### config.mk
export PLATFORM = sky130hd
export DESIGN_NAME = alarm_clock_multi
export DESIGN_NICKNAME = d
export VERILOG_FILES = /design/src/rtl/alarm_clock_multi.sv
export SDC_FILE = /design/constraint.sdc
export NUM_CORES = 1
export LEC_CHECK = 0
export ABC_AREA = 0
export BUFFER_PORTS_ARGS = -buffer_cell sky130_fd_sc_hd__buf_2
export CAP_MARGIN = 20
export CORE_MARGIN = 2
export CORE_UTILIZATION = 60
export DETAILED_ROUTE_END_ITERATION = 8
export PLACE_DENSITY = 0.79
export SLEW_MARGIN = 0
export SYNTH_ARGS = -nofsm -noshare
export SYNTH_HDL_FRONTEND = slang
export SYNTH_SLANG_ARGS = --single-unit
### constraint.sdc
create_clock -name CLK -period 7.7 [get_ports CLK]
set_clock_uncertainty 0.1 [all_clocks]
set_input_delay 0.385 -clock CLK [delete_from_list [all_inputs] [get_ports CLK]]
set_output_delay 0.385 -clock CLK [all_outputs]
set_load 0.05 [all_outputs]
### src/rtl/alarm_clock_multi.sv
// alarm_clock_multi: 24-hour BCD clock with NUM_ALARMS independently enabled
// alarms and a ring state machine with timed auto-silence.
// Optional snooze (input port `snooze`, state SNOOZED) is compiled in when the
// macro ALARM_CLOCK_SNOOZE_EN is defined; the default build has no snooze.
module alarm_clock_multi #(
  parameter int CLK_HZ      = 50000000,
  parameter int NUM_ALARMS  = 4,
  parameter int RING_SECS   = 300,
  parameter int SNOOZE_SECS = 300,
  localparam int AW = (NUM_ALARMS > 1) ? $clog2(NUM_ALARMS) : 1
) (
  input  logic                  CLK,
  input  logic                  reset,
  input  logic [1:0]            mode,
  input  logic [1:0]            field_sel,
  input  logic [AW-1:0]         alarm_sel,
  input  logic                  increment,
  input  logic                  alarm_toggle,
  input  logic                  dismiss,
`ifdef ALARM_CLOCK_SNOOZE_EN
  input  logic                  snooze,
`endif
  output logic                  tick_1hz,
  output logic [23:0]           time_bcd,
  output logic [23:0]           display_bcd,
  output logic [NUM_ALARMS-1:0] alarm_en_mask,
  output logic                  ringing,
  output logic [AW-1:0]         ring_id,
  output logic [7:0]            vol
);

  localparam int PW = (CLK_HZ > 1) ? $clog2(CLK_HZ) : 1;
  // One counter serves both the ring and snooze timeouts, sized for the longer one.
  localparam int MAX_SECS = (RING_SECS > SNOOZE_SECS) ? RING_SECS : SNOOZE_SECS;
  localparam int CW = $clog2(MAX_SECS + 1);

`ifdef ALARM_CLOCK_SNOOZE_EN
  localparam int NIN = 4;
  typedef enum logic [1:0] {ST_IDLE = 2'd0, ST_RINGING = 2'd1, ST_SNOOZED = 2'd2} state_t;
`else
  localparam int NIN = 3;
  typedef enum logic [0:0] {ST_IDLE = 1'b0, ST_RINGING = 1'b1} state_t;
`endif

  // ---------------------------------------------------------------- helpers
  // +1 on a 00..59 BCD field, wrapping to 00 without carry out.
  function automatic logic [7:0] inc_sm(input logic [7:0] v);
    logic [7:0] r;
    if (v[3:0] == 4'd9) begin
      r[3:0] = 4'd0;
      r[7:4] = (v[7:4] == 4'd5) ? 4'd0 : v[7:4] + 4'd1;
    end else begin
      r = {v[7:4], v[3:0] + 4'd1};
    end
    return r;
  endfunction

  // +1 on a 00..23 BCD hour field, wrapping 23 -> 00.
  function automatic logic [7:0] inc_hr(input logic [7:0] v);
    logic [7:0] r;
    if (v == 8'h23)           r = 8'h00;
    else if (v[3:0] == 4'd9)  r = {v[7:4] + 4'd1, 4'd0};
    else                      r = {v[7:4], v[3:0] + 4'd1};
    return r;
  endfunction

  // Edit one field of an HHMMSS value, no carry into neighbouring fields.
  function automatic logic [23:0] inc_field(input logic [23:0] t, input logic [1:0] f);
    logic [23:0] r;
    case (f)
      2'b01:   r = {t[23:8], inc_sm(t[7:0])};
      2'b10:   r = {t[23:16], inc_sm(t[15:8]), t[7:0]};
      2'b11:   r = {inc_hr(t[23:16]), t[15:0]};
      default: r = t;
    endcase
    return r;
  endfunction

  // One-second advance with full carry chain, 23:59:59 -> 00:00:00.
  function automatic logic [23:0] tick_time(input logic [23:0] t);
    logic [23:0] r;
    r = {t[23:8], inc_sm(t[7:0])};
    if (t[7:0] == 8'h59) begin
      r[15:8] = inc_sm(t[15:8]);
      if (t[15:8] == 8'h59) r[23:16] = inc_hr(t[23:16]);
    end
    return r;
  endfunction

  // ---------------------------------------------------------------- signals
  logic [PW-1:0]  pre_q, pre_d;
  logic [23:0]    time_q, time_d;
  logic           chg_q, chg_d;
  logic [NIN-1:0] in_s_q, in_p_q, raw_in, act;
  logic           inc_act, tgl_act, dis_act;
  logic           set_clock, set_alarm, set_mode, run_mode, sel_ok, tick;
  logic [23:0]           alarm_val [NUM_ALARMS];
  logic [NUM_ALARMS-1:0] en_mask, en_next, match_vec;
  logic                  match_hit;
  logic [AW-1:0]         match_id;
  state_t         state_q, state_d;
  logic [CW-1:0]  cnt_q, cnt_d;
  logic [AW-1:0]  ring_id_q, ring_id_d;
  logic           ringing_q, ringing_d;
  logic [7:0]     vol_q, vol_d;

`ifdef ALARM_CLOCK_SNOOZE_EN
  logic snz_act;
  assign raw_in  = {snooze, dismiss, alarm_toggle, increment};
  assign snz_act = act[3];
`else
  assign raw_in  = {dismiss, alarm_toggle, increment};
`endif

  // Rising-edge actions come from the registered input versus its previous sample.
  assign act     = in_s_q & ~in_p_q;
  assign inc_act = act[0];
  assign tgl_act = act[1];
  assign dis_act = act[2];

  assign set_clock = (mode == 2'b01);
  assign set_alarm = (mode == 2'b10);
  assign set_mode  = set_clock | set_alarm;
  assign run_mode  = ~set_mode;
  assign sel_ok    = ({1'b0, alarm_sel} < (AW + 1)'(NUM_ALARMS));
  assign tick      = ~set_clock && (pre_q == PW'(CLK_HZ - 1));

  // Prescaler and time-of-day next state; the prescaler is parked while setting the clock.
  always_comb begin
    pre_d  = '0;
    time_d = time_q;
    if (!set_clock) pre_d = (pre_q == PW'(CLK_HZ - 1)) ? '0 : pre_q + PW'(1);
    if (tick)                      time_d = tick_time(time_q);
    else if (set_clock && inc_act) time_d = inc_field(time_q, field_sel);
    chg_d = (time_d != time_q);
  end

  // Clock-side registers: prescaler, time, change flag and edge-detect samples.
  always_ff @(posedge CLK or posedge reset) begin
    if (reset) begin
      pre_q  <= '0;
      time_q <= '0;
      chg_q  <= 1'b0;
      in_s_q <= '0;
      in_p_q <= '0;
    end else begin
      pre_q  <= pre_d;
      time_q <= time_d;
      chg_q  <= chg_d;
      in_s_q <= raw_in;
      in_p_q <= in_s_q;
    end
  end

  // One alarm slot per index: value, enable bit and match against current time.
  for (genvar gi = 0; gi < NUM_ALARMS; gi++) begin : g_alarm
    logic [23:0] alm_q, alm_d;
    logic        en_q, en_d, sel_this;

    assign sel_this = sel_ok && (alarm_sel == AW'(gi));

    // Field edits only in set-alarm mode; toggles act in any mode.
    always_comb begin
      alm_d = alm_q;
      en_d  = en_q;
      if (set_alarm && inc_act && sel_this) alm_d = inc_field(alm_q, field_sel);
      if (tgl_act && sel_this)              en_d  = ~en_q;
    end

    // Alarm slot storage.
    always_ff @(posedge CLK or posedge reset) begin
      if (reset) begin
        alm_q <= '0;
        en_q  <= 1'b0;
      end else begin
        alm_q <= alm_d;
        en_q  <= en_d;
      end
    end

    assign alarm_val[gi] = alm_q;
    assign en_mask[gi]   = en_q;
    assign en_next[gi]   = en_d;
    assign match_vec[gi] = en_q && (alm_q == time_q);
  end

  // Lowest-index enabled alarm equal to the current time.
  always_comb begin
    match_hit = 1'b0;
    match_id  = '0;
    for (int i = NUM_ALARMS - 1; i >= 0; i--) begin
      if (match_vec[i]) begin
        match_hit = 1'b1;
        match_id  = AW'(i);
      end
    end
  end

  // Ring FSM next state; a fire needs a fresh time change seen in run mode.
  always_comb begin
    state_d   = state_q;
    cnt_d     = cnt_q;
    ring_id_d = ring_id_q;
    case (state_q)
      ST_IDLE: begin
        if (chg_q && run_mode && match_hit && !dis_act) begin
          state_d   = ST_RINGING;
          ring_id_d = match_id;
          cnt_d     = '0;
        end
      end
      ST_RINGING: begin
        if (dis_act || set_mode || !en_next[ring_id_q]) begin
          state_d = ST_IDLE;
`ifdef ALARM_CLOCK_SNOOZE_EN
        end else if (snz_act) begin
          state_d = ST_SNOOZED;
          cnt_d   = '0;
`endif
        end else if (tick) begin
          if (cnt_q == CW'(RING_SECS - 1)) state_d = ST_IDLE;
          else                             cnt_d   = cnt_q + CW'(1);
        end
      end
`ifdef ALARM_CLOCK_SNOOZE_EN
      ST_SNOOZED: begin
        if (dis_act || set_mode || !en_next[ring_id_q]) begin
          state_d = ST_IDLE;
        end else if (tick) begin
          if (cnt_q == CW'(SNOOZE_SECS - 1)) begin
            state_d = ST_RINGING;
            cnt_d   = '0;
          end else begin
            cnt_d = cnt_q + CW'(1);
          end
        end
      end
`endif
      default: state_d = ST_IDLE;
    endcase
    ringing_d = (state_d == ST_RINGING);
    vol_d     = ringing_d ? 8'h80 : 8'h00;
  end

  // Ring FSM registers, including the registered audio outputs.
  always_ff @(posedge CLK or posedge reset) begin
    if (reset) begin
      state_q   <= ST_IDLE;
      cnt_q     <= '0;
      ring_id_q <= '0;
      ringing_q <= 1'b0;
      vol_q     <= 8'h00;
    end else begin
      state_q   <= state_d;
      cnt_q     <= cnt_d;
      ring_id_q <= ring_id_d;
      ringing_q <= ringing_d;
      vol_q     <= vol_d;
    end
  end

  // Display mux: the selected alarm while editing alarms, otherwise the time.
  always_comb begin
    display_bcd = time_q;
    if (set_alarm) display_bcd = sel_ok ? alarm_val[alarm_sel] : 24'h000000;
  end

  assign tick_1hz      = tick;
  assign time_bcd      = time_q;
  assign alarm_en_mask = en_mask;
  assign ringing       = ringing_q;
  assign ring_id       = ring_id_q;
  assign vol           = vol_q;

endmodule

==> results of run 1 <==
[cells by family (layout without fill, tap and decap cells)]
group	after synthesis	in the layout	synth area share [%]
multiplexers	57	57	7.730
XOR/XNOR	131	131	9.579
adder cells (fa/ha/maj)	67	67	6.999
buffers and inverters	138	170	4.847
AND/OR/NAND/NOR	502	502	21.49
AO/OA/AOI/OAI	279	279	14.02
other	1	7	0.03131
flip-flops	169	169	35.31
[state kept, by name (all words and copies together), names as in the netlist, 2 cells and up]
| register | flops |
|---|---|
| g_alarm.alm_q | 96 |
| pre_q | 26 |
| time_bcd | 24 |
| cnt_q | 9 |
| g_alarm.en_q | 4 |
| in_p_q | 3 |
| in_s_q | 3 |
| ring_id | 2 |
[area by class of cell]
| type | instances | area [um^2] |
|---|---|---|
| Tap cell | 265 | 331.6 |
| Timing Repair Buffer | 76 | 410.4 |
| Multi-Input combinational cell | 1043 | 7191 |
| Clock buffer | 17 | 425.4 |
| Inverter | 64 | 245.2 |
| Sequential cell | 169 | 4229 |
| Clock inverter | 13 | 120.1 |
| Fill cell | 1608 | 6574 |
[routing by layer]
metal	global-route usage (%)	share of wire, %	up-vias
li1	-	-	4837
met1	44.60	42	5178
met2	49.81	45	565
met3	7.327	9.2	113
met4	12.21	4.0	0
met5	0	0	-
[power breakdown]
group | total [mW] | internal [mW] | switching [mW]
registers | 1.02 | 0.924 | 0.0923
logic | 0.454 | 0.138 | 0.316
clock network | 0.824 | 0.444 | 0.380
total | 2.29 | 1.51 | 0.788
[per-stage QoR]
step / util (%) / cell area (um^2) / setup slack (ns) / hold WS, ns / instances
global route: 66.33 / 12950 / 4.092 / 0.1256 / 1647
detailed placement: 63.39 / 12380 / 3.993 / 0.2658 / 1614
finish: 66.33 / 12950 / 4.278 / 0.01673 / 1647
CTS: 66.33 / 12950 / 4.372 / 0.06417 / 1647
global placement: 63.39 / 12380 / 4.324 / 0.2762 / 1614
floorplan: - / 12000 / 2.640 / 0.2537 / 1350
[worst max-delay path, delay by kind of cell (launching register included)]
| family | cells | cell delay (ns) |
|---|---|---|
| AOI/OAI and AO/OA | 2 | 0.57 |
| adders and majority gates | 1 | 0.29 |
| DFF | 1 | 0.73 |
| muxes | 1 | 0.17 |
| and+or+nand+nor | 4 | 1.42 |
[placed cells by master, fill, tap and decap left out, types with 10 or more instances in the layout]
cell type | netlist | final
buf_2 | 2 | 67
nor3_1 | 29 | 29
a21o_1 | 10 | 10
nand3b_1 | 12 | 12
a21oi_1 | 30 | 30
nor2_1 | 89 | 89
nand4_1 | 45 | 45
xnor2_1 | 70 | 70
or2_2 | 12 | 12
o31ai_1 | 33 | 33
nand2_1 | 148 | 148
o21ai_0 | 146 | 146
nand3_1 | 44 | 44
or3_1 | 13 | 13
nand2b_1 | 24 | 24
and3_1 | 19 | 19
inv_1 | 64 | 63
clkbuf_16 | 0 | 17
mux2_2 | 25 | 25
ha_1 | 67 | 67
dfrtp_1 | 169 | 169
mux4_2 | 22 | 22
nor2b_1 | 13 | 13
xor2_1 | 61 | 61
nor4_1 | 21 | 21
[how the worst min path moves through the flow]
| stage | slack [ns] | end | from |
|---|---|---|---|
| after floorplan | 0.25 | in_p_q[2]$_DFF_PP0_ | in_s_q[2]$_DFF_PP0_ |
| after global placement | 0.28 | in_p_q[2]$_DFF_PP0_ | in_s_q[2]$_DFF_PP0_ |
| after detailed placement | 0.27 | in_p_q[2]$_DFF_PP0_ | in_s_q[2]$_DFF_PP0_ |
| after CTS | 0.06 | pre_q[16]$_DFF_PP0_ | reset |
| after global routing | 0.13 | pre_q[17]$_DFF_PP0_ | reset |
| final | 0.02 | pre_q[16]$_DFF_PP0_ | reset |
[Yosys cell counts, types with 7 or more instances]
master	number	share of area (%)
a21o_1	10	0.63
a21oi_1	30	1.3
and3_1	19	0.99
buf_1	10	0.31
buf_4	12	0.75
clkbuf_1	48	1.5
dfrtp_1	169	35
ha_1	67	7.0
inv_1	64	2.0
mux2_2	25	2.4
mux2i_1	7	0.59
mux4_2	22	4.1
nand2_1	148	4.6
nand2b_1	24	1.3
nand3_1	44	1.8
nand3b_1	12	0.75
nand4_1	45	2.4
nor2_1	89	2.8
nor2b_1	13	0.68
nor3_1	29	1.2
nor4_1	21	1.1
o21ai_0	146	6.1
o31ai_1	33	2.1
o41ai_1	7	0.51
or2_2	12	0.63
or3_1	13	0.68
xnor2_1	70	5.1
xor2_1	61	4.5
[what timing repair did]
item / 4_1_cts / 5_1_grt
setup endpoints to repair: 0 / 0
hold buffers: 3 / 0
hold endpoints to repair: 3 / 0
setup buffers: 0 / 0
gates resized for setup: 0 / 0
==> summary.txt, run 1 <==
Outcome
  • Status: completed

Critical path
  • Crit path arrival time: about 3.6 ns
  • Most used cell, CP: nand4_1
  • Crit path max fanout: 14
  • Crit. Startpoint: time_bcd[8]$_DFF_PP0_
  • Worst reg2reg setup slack: approximately 4.3 ns
  • FF-to-FF path depth: 8
  • RR Endpoint: chg_q$_DFF_PP0_
  • Crit path required time: ~8 ns
  • Crit-path slowest cell: dfrtp_1
  • CP startpoint kind: flip-flop
  • Largest stage delay on the critical path: roughly 0.73 ns
  • Crit end category: flip-flop
  • Critical-path cell list: ha_1 > and3b_1 > nand4_1 > nor3_1 > o21ai_0 > mux2i_1 > a311oi_1 > nand4_1
  • Crit Path Category: flip-flop to flip-flop
  • Worst Setup EP: chg_q$_DFF_PP0_
  • FF-to-FF Start: time_bcd[8]$_DFF_PP0_

Die
  • Cell row count: 51
  • Initial Util: between 60% and 70%
  • Chip Height: 145.3 um
  • IO Count: 75
  • Die ar.: 21,110 um^2
  • Die W: between 100 and 150 um
  • Core ar.: 19,530 um^2

Timing
  • Final Slew Violations: 0
  • Fin crit share: between 40% and 50%
  • Fmax: approximately 0.29 GHz
  • Setup TNS: 0 ns
  • RSZ-0062 raised after global routing: no
  • # setup viols final: 0
  • Rel. slew slack: between 20% and 30%
  • Measured slew at the worst slew-check pin: between 1 and 1.5 ns
  • Tmin final: between 3 and 4 ns
  • Fin. Hold Viols: 0

Global route
  • First-pass GRT wire length: between 50,000 and 60,000 um
  • Largest net degree at the start of global routing: 99
  • Initial antenna violation count: 0
  • Vias in the first global route: a little over 10,000
  • GRT Util Overall: approximately a third
  • Grt ovf: 0

Yosys
  • Post-synth top flop: dfrtp_1
  • Post-synth cell types: 70
  • Number of flops mapped to enable cells by yosys: 0
  • Synthesized area per cell: between 8 and 9 um^2
  • Mapped Cells: ~1,300
  • Synthesized flop and latch total: between 150 and 200
  • Post-synth ARST share: 100.0%
  • Sequential-to-total area share from yosys stat: 35.31%
  • Yosys Warn Count: 0
  • Synthesized cell area: 11,980 um^2

Clock network
  • Number of CTS-inserted buffers: 17
  • Clk pin slew, worst setup/hold paths: about 0.07 ns
  • CTS tree: yes
  • Root buffer cell: clkbuf_16
  • Clock Sinks: approximately 170
  • Clock Tree Buf Depth: 2
  • Clk Latency, worst-skew pair: approximately 0.44 ns
  • Htree depth: 4

Drt
  • Via count: ~11,000
  • Drt wl/cell: ~21 um
  • DRC viols: 0
  • DR iter-0 viols: 1,200
  • Wirelength, routed: 33,820 um
  • Vias per cell: 6.492
  • Antenna viol nets, final: 0
  • Drt pass-1 iters: 7

Flow run
  • Max_cap viols: 0

Layout
  • Layout cell share with drive strength beyond 1: between 10% and 20%
  • Final nets: 1,449
  • Antenna diode count: 0
  • Layout area overhead: 8.137%

Power
  • Pwr dens: roughly 180 nW/um^2
  • Leakage: approximately 5.7 nW
  • Worst vdd ir: roughly 0.00016 V
  • Tot Pwr: 2.294 mW

Worst hold path
  • HP Class: primary input to asynchronous set/reset pin

Placement
  • Routability cong.: 0.9719
  • Final HPWL DP: approximately 25,000 um
  • Port Buf Inserts: 67
Power figures use the tool's default switching activity.
==> run 2, diff against run 1 <==
--- a/config.mk
+++ b/config.mk
@@ -5,7 +5,7 @@
 export SDC_FILE = /design/constraint.sdc
 export NUM_CORES = 1
 export LEC_CHECK = 0
-export ABC_AREA = 0
+export ABC_AREA = 1
 export BUFFER_PORTS_ARGS = -buffer_cell sky130_fd_sc_hd__buf_2
 export CAP_MARGIN = 20
 export CORE_MARGIN = 2
==> constraint.sdc (replaced) <==
create_clock -name CLK -period 3.6 [get_ports CLK]
set_clock_uncertainty 0.1 [all_clocks]
set_input_delay 0.18 -clock CLK [delete_from_list [all_inputs] [get_ports CLK]]
set_output_delay 0.18 -clock CLK [all_outputs]
set_load 0.05 [all_outputs]
==> summary.txt, run 2 <==
Die
  • Chip Height: 150.0 um (+3.3%)
  • IO Count: 75 (unchanged)
  • Cell row count: 53 (+3.9%)
  • Die W: 150.0 um (+3.3%)
  • Initial Util: 61.05% (-0.29 points)
  • Die ar.: 22,510 um^2 (+6.6%)
  • Core ar.: 20,960 um^2 (+7.3%)

Clock network
  • Clk pin slew, worst setup/hold paths: 0.07 ns (about the same)
  • Clock Tree Buf Depth: 2 (unchanged)
  • Clk Latency, worst-skew pair: 0.44 ns (about the same)
  • CTS resizes: 0 (unchanged)
  • Root buffer cell: clkbuf_16
  • CTS tree: yes
  • Clock Sinks: 169 (unchanged)
  • Number of CTS-inserted buffers: 17 (unchanged)
  • Htree depth: 4 (unchanged)

Timing
  • Fmax: 0.3354 GHz (+15%)
  • Setup TNS: 0 ns (unchanged)
  • Fin crit share: 82.83% (+38 points)
  • Rel. slew slack: 38.56% (+12 points)
  • Final WS setup: 0.6182 ns (-3.660 ns)
  • # setup viols final: 0 (unchanged)
  • Final Slew Violations: 0 (unchanged)
  • RSZ-0062 raised after global routing: no
  • Measured slew at the worst slew-check pin: 0.9193 ns (-0.1802 ns)
  • Tmin final: 2.982 ns (-0.4403 ns)
  • Fin. Hold Viols: 0 (unchanged)

Yosys
  • Synthesized cell area: 12,790 um^2 (+6.8%)
  • Post-synth cell types: 52 (-26%)
  • Synthesized flop and latch total: 169 (unchanged)
  • Post-synth ARST share: 100.0% (unchanged)
  • Leading cell types by count after synthesis: nand2_1, inv_1, dfrtp_1
  • Yosys top cell by area: dfrtp_1
  • Yosys Warn Count: 0 (unchanged)
  • Most common cell in the netlist: nand2_1
  • Post-synth top flop: dfrtp_1
  • Mapped Cells: 1,860 (+38%)
  • Sequential-to-total area share from yosys stat: 33.06% (-2.3 points)
  • Area share of the largest cell type after synthesis: 33.06% (-2.3 points)
  • Number of flops mapped to enable cells by yosys: 0 (unchanged)
  • Synthesized area per cell: 6.878 um^2 (-23%)
  • Synth top area cells: dfrtp_1, nand2_1, inv_1

Placement
  • Port Buf Inserts: 67 (unchanged)
  • Final HPWL DP: 31,870 um (+27%)
  • Placed Area: 13,330 um^2 (+7.7%)
  • DP Worst Slack: 0.7701 ns (-3.223 ns)
  • Routability cong.: 1.076 (+11%)

Layout
  • Final nets: 1,994 (+38%)
  • Layout cell share with drive strength beyond 1: 9.746% (-2.7 points)
  • Max FFs per register: 96 (unchanged)
  • Design area: 13,940 um^2 (+7.6%)
  • FILL cells: 1,880 (+17%)
  • Commonest cells after routing, fill and taps aside: nand2_1, inv_1, dfrtp_1
  • Antenna diode count: 0 (unchanged)
  • Leading cell type in the layout, fill and taps excluded: nand2_1
  • Layout area overhead: 8.929%
  • Biggest register: g_alarm.alm_q

Critical path
  • Crit end category: flip-flop
  • CP startpoint kind: flip-flop
  • FF-to-FF Start: time_bcd[9]$_DFF_PP0_
  • Crit path max fanout: 11 (-3)
  • RR Endpoint: chg_q$_DFF_PP0_
  • Crit path arrival time: 3.19 ns (-0.43 ns)
  • Crit Path Category: flip-flop to flip-flop
  • FF-to-FF path depth: 17 (+9)
  • Worst reg2reg setup slack: 0.62 ns (-3.66 ns)
  • Crit path required time: 3.80 ns (-4.10 ns)

Global route
  • GRT Util Overall: 37.85% (+5.6 points)
  • Grt ovf: 0 (unchanged)
  • Met1 Use GR: 48.90% (+4.3 points)
  • First-pass GRT wire length: 65,390 um (+20%)
  • GR Layer Usage met2: 59.04% (+9.2 points)
  • Initial antenna violation count: 0 (unchanged)
  • Largest net degree at the start of global routing: 54 (-45%)
  • M3 GR Usage: 7.591% (+0.26 points)
  • Vias in the first global route: 12,310 (+22%)
  • Grt peak-use layer: met2

Power
  • Sw power: 2.815 mW (+260%)
  • Internal: 3.644 mW (+140%)
  • Sequential Power Share: 37.6% (-6.7 points)
  • Clock network power share: 28.6% (-7.3 points)
  • Leakage: 6.925 nW (+21%)
  • Tot Pwr: 6.459 mW (+180%)
  • Combinational share of power: 33.8% (+14 points)
  • Worst vdd ir: 0.0003692 V (+130%)
  • Net Sw Frac: 43.58% (+9.2 points)
  • Pwr dens: 463.5 nW/um^2 (+160%)

Drt
  • Drt pass-1 iters: 6 (-1)
  • Wirelength, routed: 41,890 um (+24%)
  • Vias per cell: 5.967 (-8.1%)
  • DR iter-0 viols: 1,376 (+15%)
  • Antenna viol nets, final: 0 (unchanged)
  • Drt wl/cell: 19.01 um (-7.4%)
  • DRC viols: 0 (unchanged)
  • Via count: 13,150 (+23%)

Outcome
  • Status: completed

Worst hold path
  • HP Class: primary input to flip-flop
  • Hold endpoint: g_alarm[0].alm_q[0]$_DFFE_PP0P_
  • Worst hold stages: 4
  • Min-delay src: field_sel[1]

Flow run
  • Max_cap viols: 0 (unchanged)
run 2: changes by cell type in the layout (fill, tap and decap cells not counted), moves of 34 or more:
| cell | delta |
|---|---|
| a21oi_1 | +44 |
| nor2_1 | +79 |
| nand3_1 | +87 |
| inv_1 | +182 |
| o21ai_0 | -34 |
| nand2_1 | +350 |
| xnor2_1 | -35 |
run 2: logic make-up (layout without fill, tap and decap cells):
kind of cell               Yosys count  in the layout  synth area share, %
DFF                                169            169                33.06
and+or+nand+nor                    947            947                32.59
buffers and inverters              323            386                10.42
other                                1              7              0.02931
adders and majority gates           67             67                6.553
xor gates and xnor gates            63             63                4.313
AOI/OAI and AO/OA                  290            290                13.05
run 2: power groups by stage:
stage | Combinational (mW) | Sequential (mW) | Clock [mW]
after global placement | 2.11 | 2.44 | 0
after global routing | 2.38 | 2.45 | 1.93
after floorplan | 1.54 | 2.44 | 0
final | 2.19 | 2.43 | 1.85
after CTS | 2.14 | 2.41 | 1.86
after detailed placement | 2.12 | 2.44 | 0
run 2: final cells by class:
class / count / area (um^2) / area share, %
multi-input combinational: 1374 / 7257 / 52.07
tap: 275 / 344.1 / 2.469
clock inverter: 11 / 113.9 / 0.8170
timing repair buffer: 87 / 533.0 / 3.825
inverter: 267 / 1008 / 7.236
sequential: 169 / 4229 / 30.35
clock buffer: 21 / 450.4 / 3.232
run 2: critical path, stage by stage (launching register included):
cell and delay, ns:
dfrtp_1 0.54, inv_1 0.35, ha_1 0.21, nand3_1 0.22, nor2_2 0.26, nand2_4 0.12
clkinv_2 0.13, nand2_1 0.05, o21ai_1 0.07, nor2_1 0.06, inv_1 0.08, nand2_1 0.08
nand2_1 0.09, nand2_1 0.05, nor2_1 0.15, nand2_1 0.08, nor2_1 0.12, nand3_1 0.08
run 2: repair_timing:
action                    4_1_cts  5_1_grt
setup buffers                   0        0
hold endpoints to repair       34        0
hold buffers                    4        0
run 2: how the worst max path moves through the flow:
stage                           end  depth (start not counted)                  start  slack [ns]
floorplan           chg_q$_DFF_PP0_                         14  time_bcd[9]$_DFF_PP0_        1.02
global placement    chg_q$_DFF_PP0_                         17  time_bcd[9]$_DFF_PP0_        0.80
detailed placement  chg_q$_DFF_PP0_                         17  time_bcd[9]$_DFF_PP0_        0.77
CTS                 chg_q$_DFF_PP0_                         17  time_bcd[9]$_DFF_PP0_        0.71
global route        chg_q$_DFF_PP0_                         17  time_bcd[9]$_DFF_PP0_        0.41
finish              chg_q$_DFF_PP0_                         17  time_bcd[9]$_DFF_PP0_        0.62
run 2: metal layers:
layer | routed length (um) | part of all wire, % | up-vias
met3 | 3979 | 9.5 | 165
met2 | 18680 | 45 | 746
met5 | 0 | 0 | -
met4 | 2621 | 6.3 | 0
met1 | 16610 | 40 | 6069
li1 | - | - | 6171
run 2: per-stage QoR:
stage / instances / hold slack [ns] / util [%]
after floorplan: 1866 / 0.1114 / -
after global placement: 2168 / 0.1894 / 63.62
after detailed placement: 2168 / 0.1897 / 63.62
after CTS: 2204 / 0.06483 / 66.50
after global routing: 2204 / 0.1062 / 66.50
final: 2204 / 0.07690 / 66.50
